## config.mk

```make
export PLATFORM = sky130hd
export DESIGN_NAME = instr_encoder
export DESIGN_NICKNAME = d
export VERILOG_FILES = /design/src/rtl/riscv_pkg.sv /design/src/rtl/instr_encoder_packer.sv /design/src/rtl/instr_encoder.sv
export SDC_FILE = /design/constraint.sdc
export NUM_CORES = 1
export LEC_CHECK = 0
export ABC_CLOCK_PERIOD_IN_PS = 4000
export BUFFER_PORTS_ARGS = -buffer_cell sky130_fd_sc_hd__buf_2
export CELL_PAD_IN_SITES_DETAIL_PLACEMENT = 0
export CELL_PAD_IN_SITES_GLOBAL_PLACEMENT = 1
export CORE_MARGIN = 2
export CORE_UTILIZATION = 35
export CTS_BUF_LIST = sky130_fd_sc_hd__clkbuf_16
export DETAILED_ROUTE_END_ITERATION = 8
export GPL_ROUTABILITY_DRIVEN = 0
export PLACE_DENSITY_LB_ADDON = 0.1
export SLEW_MARGIN = 5
export SYNTH_ARGS = -nofsm -noshare
export SYNTH_HDL_FRONTEND = slang
export SYNTH_HIERARCHICAL = 1
export SYNTH_SLANG_ARGS = --single-unit
export TNS_END_PERCENT = 30
```

## constraint.sdc

```tcl
create_clock -name clk -period 4 [get_ports clk]
set_input_delay 0.4 -clock clk [delete_from_list [all_inputs] [get_ports clk]]
set_output_delay 0.4 -clock clk [all_outputs]
set_load 0.005 [all_outputs]
```

## src/rtl/riscv_pkg.sv

```systemverilog
// Shared RV32I encoding constants, instruction-format and FSM-state types
// used by the instruction encoder and its bit packer.
package riscv_pkg;

  localparam logic [6:0] OP_R      = 7'b0110011;
  localparam logic [6:0] OP_IMM    = 7'b0010011;
  localparam logic [6:0] OP_LOAD   = 7'b0000011;
  localparam logic [6:0] OP_STORE  = 7'b0100011;
  localparam logic [6:0] OP_BRANCH = 7'b1100011;
  localparam logic [6:0] OP_JAL    = 7'b1101111;

  // addi x0,x0,0 -- written in place of any word that cannot be encoded
  localparam logic [31:0] NOP_WORD = 32'h0000_0013;

  typedef enum logic [2:0] {
    FMT_R,
    FMT_I,
    FMT_S,
    FMT_B,
    FMT_J,
    FMT_ILLEGAL
  } fmt_t;

  typedef enum logic [1:0] {
    ST_IDLE,
    ST_ACCEPT,
    ST_WRITE,
    ST_DONE
  } state_t;

  // Map a major opcode onto the encoding format it uses
  function automatic fmt_t decode_fmt(input logic [6:0] op);
    fmt_t f;
    case (op)
      OP_R:             f = FMT_R;
      OP_IMM, OP_LOAD:  f = FMT_I;
      OP_STORE:         f = FMT_S;
      OP_BRANCH:        f = FMT_B;
      OP_JAL:           f = FMT_J;
      default:          f = FMT_ILLEGAL;
    endcase
    return f;
  endfunction

endpackage

```

## src/rtl/instr_encoder_packer.sv

```systemverilog
// instr_format_packer: purely combinational RV32I bit packer.
// Takes decoded fields plus the format and produces the 32-bit word.
// Optional macro ENCODER_RANGE_CHECK_EN flags immediates that do not fit
// their field (or are misaligned for B/J); without it the immediate is
// silently truncated to the field bits.
module instr_format_packer
  import riscv_pkg::*;
(
  input  fmt_t        fmt,
  input  logic [6:0]  opcode,
  input  logic [4:0]  rd,
  input  logic [4:0]  rs1,
  input  logic [4:0]  rs2,
  input  logic [2:0]  funct3,
  input  logic        funct7_5,
  input  logic [31:0] imm,
  output logic [31:0] word,
  output logic        range_err
);

  logic        imm_bad;
  logic [31:0] raw;

`ifdef ENCODER_RANGE_CHECK_EN
  logic signed [31:0] simm;
  assign simm = imm;

  // Flag immediates that fall outside the signed range of their field
  always_comb begin
    imm_bad = 1'b0;
    case (fmt)
      FMT_I, FMT_S: imm_bad = (simm < -32'sd2048) || (simm > 32'sd2047);
      FMT_B:        imm_bad = (simm < -32'sd4096) || (simm > 32'sd4094) || imm[0];
      FMT_J:        imm_bad = (simm < -32'sd1048576) || (simm > 32'sd1048574) || imm[0];
      default:      imm_bad = 1'b0;
    endcase
  end
`else
  logic unused_imm_hi;
  assign unused_imm_hi = ^imm[31:21];
  assign imm_bad       = 1'b0;
`endif

  // Scatter the fields into the format-specific bit layout
  always_comb begin
    raw = '0;
    case (fmt)
      FMT_R: raw = {1'b0, funct7_5, 5'b00000, rs2, rs1, funct3, rd, opcode};
      FMT_I: raw = {imm[11:0], rs1, funct3, rd, opcode};
      FMT_S: raw = {imm[11:5], rs2, rs1, funct3, imm[4:0], opcode};
      FMT_B: raw = {imm[12], imm[10:5], rs2, rs1, funct3, imm[4:1], imm[11], opcode};
      FMT_J: raw = {imm[20], imm[10:1], imm[11], imm[19:12], rd, opcode};
      default: raw = '0;
    endcase
  end

  assign range_err = imm_bad;
  assign word      = ((fmt == FMT_ILLEGAL) || imm_bad) ? NOP_WORD : raw;

endmodule

```

## src/rtl/instr_encoder.sv

```systemverilog
// instr_encoder: loads a run of encoded RV32I instructions into memory.
// A start pulse captures base address and count; each accepted field set
// is packed and written one cycle later, addresses stepping by 4 and
// wrapping modulo 2^32. All outputs are registered.
// Optional macro ENCODER_RANGE_CHECK_EN enables immediate range checking
// in the packer (out-of-range immediates write a NOP and set err).
module instr_encoder
  import riscv_pkg::*;
(
  input  logic        clk,
  input  logic        reset,
  input  logic        start,
  input  logic [31:0] base_addr,
  input  logic [7:0]  count,
  input  logic        in_valid,
  output logic        in_ready,
  input  logic [6:0]  opcode,
  input  logic [4:0]  rd,
  input  logic [4:0]  rs1,
  input  logic [4:0]  rs2,
  input  logic [2:0]  funct3,
  input  logic        funct7_5,
  input  logic [31:0] imm,
  output logic        mem_we,
  output logic [31:0] mem_addr,
  output logic [31:0] mem_wdata,
  output logic        busy,
  output logic        done,
  output logic        err
);

  state_t      state;
  logic [7:0]  remaining;
  fmt_t        fmt;
  logic [31:0] packed_word;
  logic        range_err;
  logic        word_err;

  assign fmt      = decode_fmt(opcode);
  assign word_err = (fmt == FMT_ILLEGAL) || range_err;

  instr_format_packer u_packer (
    .fmt       (fmt),
    .opcode    (opcode),
    .rd        (rd),
    .rs1       (rs1),
    .rs2       (rs2),
    .funct3    (funct3),
    .funct7_5  (funct7_5),
    .imm       (imm),
    .word      (packed_word),
    .range_err (range_err)
  );

  // Run-control FSM; every output is set on the transition into the state
  // in which it must be visible, so they stay mutually exclusive by design.
  always_ff @(posedge clk) begin
    if (reset) begin
      state     <= ST_IDLE;
      remaining <= '0;
      in_ready  <= 1'b0;
      mem_we    <= 1'b0;
      mem_addr  <= '0;
      mem_wdata <= '0;
      busy      <= 1'b0;
      done      <= 1'b0;
      err       <= 1'b0;
    end else begin
      case (state)
        ST_IDLE: begin
          if (start) begin
            mem_addr  <= base_addr;
            remaining <= count;
            err       <= 1'b0;
            busy      <= 1'b1;
            if (count == 8'd0) begin
              done  <= 1'b1;
              state <= ST_DONE;
            end else begin
              in_ready <= 1'b1;
              state    <= ST_ACCEPT;
            end
          end
        end
        ST_ACCEPT: begin
          if (in_valid && in_ready) begin
            mem_wdata <= packed_word;
            err       <= err | word_err;
            in_ready  <= 1'b0;
            mem_we    <= 1'b1;
            state     <= ST_WRITE;
          end
        end
        ST_WRITE: begin
          mem_we    <= 1'b0;
          mem_addr  <= mem_addr + 32'd4;
          remaining <= remaining - 8'd1;
          if (remaining == 8'd1) begin
            done  <= 1'b1;
            state <= ST_DONE;
          end else begin
            in_ready <= 1'b1;
            state    <= ST_ACCEPT;
          end
        end
        ST_DONE: begin
          done  <= 1'b0;
          busy  <= 1'b0;
          state <= ST_IDLE;
        end
        default: state <= ST_IDLE;
      endcase
    end
  end

endmodule

```

# Word-level counts from Yosys, hierarchy flattened
# Index checks and enable logic that the tools add are counted.
word_totals:
  reg_bits: 79
  input_bits: 102
  wordCells: 80
classes:
  bitwise_logic: 1
  addsub: 2
  mux: 28
  eq_ne: 21
  n_reduce_logical: 19
op_table:
  columns: ["op", "n"]
  rows:
  - ["$pmux W32 S5", 1]
  - ["$mux W32", 2]
  - ["$pmux W32 S2", 1]
  - ["$add A32 B3 Y32 const B", 1]
  - ["$pmux W8 S2", 1]
  - ["$pmux W3 S5", 1]
  - ["$eq A7 B6 Y1 const B", 2]
  - ["$eq A7 B7 Y1 const B", 2]
  - ["$ne A2 B2 Y1 const B", 6]
  - ["$mux W1", 11]
  - ["$reduce_and A2 Y1", 5]
  - ["$eq A8 B1 Y1 const B", 1]
  - ["$logic_not A8 Y1", 1]
  - ["$mux W2", 4]
  - ["$mux W8", 1]
  - ["$pmux W2 S4", 1]
  - ["$reduce_bool A2 Y1", 4]
  - ["$sub A8 B1 Y8 const B", 1]
  - ["$eq A7 B2 Y1 const B", 1]
  - ["$eq A7 B5 Y1 const B", 1]
  - ["$eq A3 B2 Y1 const B", 2]
  - ["$eq A3 B3 Y1 const B", 2]
  - ["$pmux W1 S2", 3]
  - ["$pmux W1 S3", 2]
  - ["other kinds (12)", 14]

# Longest topological paths before layout
depth:
  ltp_word: 7
  depth_mapped: 9
  depth_no_buf: 8

# By module
# Netlist, hierarchy kept.
modules_own_cells:
  columns: ["module", "cells_each", "n_inst", "area_per_inst_um2", "seq_area_each_um2"]
  rows:
  - ["instr_encoder", 524, 1, 3940.0, 1581.5]
  - ["instr_format_packer", 85, 1, 515.5, 0.0]

# Least setup slack after synthesis
# OpenSTA, ideal clock, no wires.
synth_path:
  path_kind: "input-to-reg"
  from: "input opcode[4]"
  to: "register mem_wdata[31]"
  arrival_time_ns: 1.974
  path_buffers: 1
  path_slack_ns: 1.894
  stages: 7
  setup_ns: 0.132
  required_time_ns: 3.868
  cell_sequence: "nand2b_1 nor4_1 buf_4 a211oi_1 a31o_2 nand2_1 a21oi_1"
synth_between:
  elab_chain_cells: 6
  elab_cells_between_ends: 16
  cone_classes: "11 x eq/ne; 3 x mux; 2 x reduce/logical"
synth_lines:
  columns: ["item", "line_no", "source"]
  rows:
  - ["start: declaration", "instr_encoder.sv:17", "input logic [6:0] opcode,"]
  - ["$eq A7 B5 Y1 / $eq A7 B2 Y1 (equally long branches)", "riscv_pkg.sv:34", "case (op)"]
  - ["$reduce_or A2 Y1", "riscv_pkg.sv:34", null]
  - ["$pmux W3 S5 (*)", "riscv_pkg.sv:34", null]
  - ["via fmt[1]", "instr_encoder.sv:34", "fmt_t fmt;"]
  - ["$eq A3 B3 Y1 (tied with other cells)", "instr_encoder_packer.sv:47", "case (fmt)"]
  - ["$pmux W32 S5", "instr_encoder_packer.sv:47", null]
  - ["$mux W32 (*)", "instr_encoder_packer.sv:58", "assign word = ((fmt == FMT_ILLEGAL) || imm_bad) ? NOP_WORD : raw;"]
  - ["via packed_word[31]", "instr_encoder.sv:35", "logic [31:0] packed_word;"]
  - ["end signal: assignment", "instr_encoder.sv:87", "mem_wdata <= packed_word;"]
  - ["end: declaration", "instr_encoder.sv:26", "output logic [31:0] mem_wdata,"]
# The timed path passes the listed nets; every way through them passes the cells marked *.
# A chain may end at the register's enable or synchronous reset.

# Worst setup path after layout
layout_path:
  from: "register state[1]"
  to: "register mem_addr[7]"
layout_between:
  elab_chain_cells: 3
  elab_cells_between_ends: 6
  cone_classes: "2 x eq/ne; 1 x mux; 3 x reduce/logical"
layout_lines:
  columns: ["item", "line_no", "source"]
  rows:
  - ["start: declaration", "instr_encoder.sv:32", "state_t state;"]
  - ["start signal: assignment", "instr_encoder.sv:59", "state <= ST_IDLE;"]
  - ["start signal: assignment", "instr_encoder.sv:78", "state <= ST_DONE;"]
  - ["start signal: assignment", "instr_encoder.sv:81", "state <= ST_ACCEPT;"]
  - ["$eq A2 B2 Y1 / $logic_not A2 Y1 (equally long branches)", "instr_encoder.sv:69", "case (state)"]
  - ["$reduce_bool A2 Y1 (no line) / $ne A2 B2 Y1 (equally long branches)", null, null]
  - ["$reduce_and A2 Y1 (no line)", null, null]
  - ["end signal: assignment", "instr_encoder.sv:72", "mem_addr <= base_addr;"]
  - ["end signal: assignment", "instr_encoder.sv:96", "mem_addr <= mem_addr + 32'd4;"]
  - ["end: declaration", "instr_encoder.sv:25", "output logic [31:0] mem_addr,"]
# Several ways; a longest one is shown, not always the timed one.

==> impl_summary.md <==
Outcome
The flow ran to the end, and the final reports show no timing, DRC or antenna violations.

Clock tree
The post-cts sizing count is 0. The clock latency of the later-clocked register in the worst-skew pair is 340 ps. The number of clock buffers added by TritonCTS is 9.

The clock tree synthesis step divided the H-tree into 3 levels. The CTS tree is yes. Clock-pin slew was measured on the worst setup and hold paths at roughly 60 ps. The number of clock sinks is 79. The tree is rooted in a sky130_fd_sc_hd__clkbuf_16. Hold repair after CTS inserted 0 buffers. The clock tree buffer depth is 2. Buffers added to address setup during post-CTS repair amount to 0.

Timing
Setup repair after global routing left no endpoint under its margin. The time the final worst path needs with I/O delays and setup is between 2000 and 2500 ps. The worst-case headroom to the max-slew limit is around 18%.

The setup skew after layout is approximately 6.7 ps. The final count of hold timing violations was 0. Derived from the worst setup path, the maximum achievable clock frequency is between 400 and 500 MHz. The final period utilization is roughly 62%. Setup slack closes at 1530 ps. At the pin with the least slew margin, the transition time is 1230 ps. The total of endpoints with negative setup slack in the final report is 0. Summed over all failing endpoints, the final setup total negative slack is 0 ps. The number of max-slew violations in the final report was 0.

Logic synthesis
For this run, the leading register cell type out of synthesis is sky130_fd_sc_hd__dfxtp_1. Summed over its instances, the top area cell type makes up 35.5% of the synthesized netlist area. The cell type contributing the most total cell area after synthesis is sky130_fd_sc_hd__dfxtp_1.

Summing the sequential cell areas from Yosys gives a little over a third of the chip area. Yosys instantiated no cell more often than sky130_fd_sc_hd__nand2_1. The post-synthesis instance area is approximately 0.0045 sq mm. The number of warnings reported in the yosys synthesis log is 6. The number of distinct library cell variants in the gate-level netlist after synthesis is 60. By count the netlist is led by sky130_fd_sc_hd__nand2_1 (102), sky130_fd_sc_hd__dfxtp_1 (79), sky130_fd_sc_hd__a21oi_1 (69), sky130_fd_sc_hd__o21ai_0 (45), sky130_fd_sc_hd__nor2_1 (35).

The post-synth net total is approximately 710. Synthesis produced around 600 cells. Sorting the synthesized cells by area gives the leading types as sky130_fd_sc_hd__dfxtp_1 (35%), sky130_fd_sc_hd__nand2_1 (8.6%), sky130_fd_sc_hd__a21oi_1 (7.8%), sky130_fd_sc_hd__o21ai_0 (5.1%), sky130_fd_sc_hd__nor2_1 (2.9%).

The synthesized area divided by synthesized cell count is roughly 7.3 sq um. The number of enable-type register cells in the synthesized netlist is 0. The number of synthesized register bits is between 70 and 80. For this run, asynchronously set or reset flops after synthesis account for 0%.

Global routing
The first global-routing pass estimated about 23000 microns of wire. The residual overflow from global routing is 0. The via count of the first global-routing pass is around 4800. The global-route track usage on met3 is between 4 and 5%. Global routing consumed, on the met2 layer, a little over a third of the routing resources. The pin count of the biggest net entering global routing is 45.

For met1 alone, demand over resource in global routing was approximately 27%. Global routing used 21.5% of the available tracks across all layers. The number of antenna violations at the first check in global routing came to 0. The layer carrying the most global-route usage is met2.

Worst setup path
The kind of end point of the critical path is a flop. The peak fanout along the critical path is 27. The signal arrival time at the worst endpoint is about 2700 ps. The startpoint-to-endpoint class of the critical path is reg -> reg. At the worst endpoint, the required time is ~4200 ps. The worst setup path is launched from a flop.

Pwr
For this design the static power due to leakage is about 2.3 nW. The power density relative to cell area is roughly 370 mW/mm^2. Across the VDD grid, the largest voltage drop is between 0.15 and 0.2 mV.

Hold path
The path class of the tightest hold or removal check is in -> reg.

Floorplanning
For this configuration, the core starts out at a cell density of approximately 36%. The region available for standard cell placement spans around 0.013 sq mm. From bottom edge to top edge, the die measures ~120 microns. The die boundary width is around 120 microns.

The count of pins on the block boundary is ~170. The number of placement rows is 41. The floorplan step defined a die boundary enclosing ~0.014 sq mm.

Cells and area
The sequential cell area is ~0.0016 sq mm. The count of filler cells inserted in the layout is between 1000 and 1500. The area overhead of the layout relative to synthesis is 27.3%.

Once layout is complete, the utilization of the core stands at 45.3%. After the last flow step, the layout net total stands at 851. Summing all multi-input logic gate instances after layout gives 0.00262 sq mm. The number of antenna diodes in the final layout is 0. The share of layout cells above drive strength 1 is 26.5%.

Drt
The length of the first detailed-routing pass in iterations is 5. In the final routed layout, each cell accounts on average for 15.9 microns. The remaining antenna violation count after routing is 0. The final routed DRC violation total is 0. The count of routing violations after the opening detailed-route iteration is 282. For this block, the routed nets add up to around 15000 microns of wire. In the routed layout, each cell is associated on average with a via count of approximately 5.4. The routed layout has roughly 5000 vias.

Placement
Port buffering added ~160 buffers. The detailed-placement wirelength estimate is 10300 microns. OpenSTA, run right after detailed placement, puts the worst setup slack at 1360 ps.

Run
The tool flagged a number of max-cap violations equal to 0.
sequential cells by signal, indices dropped and copies added (netlist names):
name       flops
mem_wdata     32
state          2
err            1
remaining      8
mem_we         1
in_ready       1
busy           1
mem_addr      32
done           1
critical path: stages (launching register included):
cell and delay, ps:
sky130_fd_sc_hd__dfxtp_1 320, sky130_fd_sc_hd__buf_4 230, sky130_fd_sc_hd__o21bai_2 990, sky130_fd_sc_hd__nor2_1 160
sky130_fd_sc_hd__buf_4 270, sky130_fd_sc_hd__a311oi_1 280, sky130_fd_sc_hd__a211oi_1 80
layout by cell type (no fill, tap or decap), types with 17 or more instances in the layout:
master                     synthesis  routed
sky130_fd_sc_hd__o21ai_0          45      45
sky130_fd_sc_hd__buf_2             7     159
sky130_fd_sc_hd__nor2_1           35      35
sky130_fd_sc_hd__nand3_1          25      25
sky130_fd_sc_hd__inv_1            19      21
sky130_fd_sc_hd__nor3_1           17      17
sky130_fd_sc_hd__nand2_1         102     102
sky130_fd_sc_hd__a21oi_1          69      69
sky130_fd_sc_hd__dfxtp_1          79      79
sky130_fd_sc_hd__a211oi_1         17      17
area by class of cell:
class,count,area share (%)
Sequential cell,79,27.9
Inverter,20,1.32
Clock buffer,9,3.97
Tap cell,172,3.79
Timing Repair Buffer,172,15.8
Clock inverter,7,1.17
Multi-Input combinational cell,464,46.1
kinds of logic (layout without fill, tap and decap cells):
family                   after synthesis  count (layout)  synth area share (%)
AO/OA/AOI/OAI                        194             194                  26.8
XOR/XNOR                               9               9                  1.77
adder cells (fa/ha/maj)                3               3                 0.843
buffers and inverters                 66             208                  6.09
flip-flops                            79              79                  35.5
multiplexers                           8               8                  1.80
other                                  1               1                0.0842
AND/OR/NAND/NOR                      249             249                  27.1
stage by stage:
stage	hold slack [ps]	power, mW	instance area (sq um)	instances
floorplan	453	1.11	4460	609
global placement	441	1.26	5380	907
detailed placement	445	1.27	5380	907
CTS	281	2.10	5670	923
global route	299	2.18	5670	923
finish	293	2.08	5670	923
report_power, final:
part           internal [mW]  switching (mW)  total [mW]
logic                  0.153           0.200       0.353
registers              0.835          0.0657       0.901
clock network          0.479           0.343       0.822
total                   1.47           0.608        2.08
final timing paths:
kind	startpoint	to	slack, ps	cells after the start
hold reg to reg	mem_wdata[28]$_SDFFE_PP0P_	mem_wdata[28]$_SDFFE_PP0P_	450	2
hold / removal	base_addr[0]	mem_addr[0]$_SDFFE_PP0P_	290	3
setup reg to reg	state[1]$_SDFFE_PP0P_	mem_addr[7]$_SDFFE_PP0P_	1530	6
setup / recovery	state[1]$_SDFFE_PP0P_	mem_addr[7]$_SDFFE_PP0P_	1530	6
routing by layer:
layer	vias to the layer above	part of all wire, %
met5	-	0
met4	0	1.5
met3	13	6.5
met2	167	48
met1	2323	44
li1	2470	-
Power figures use the tool's default switching activity.
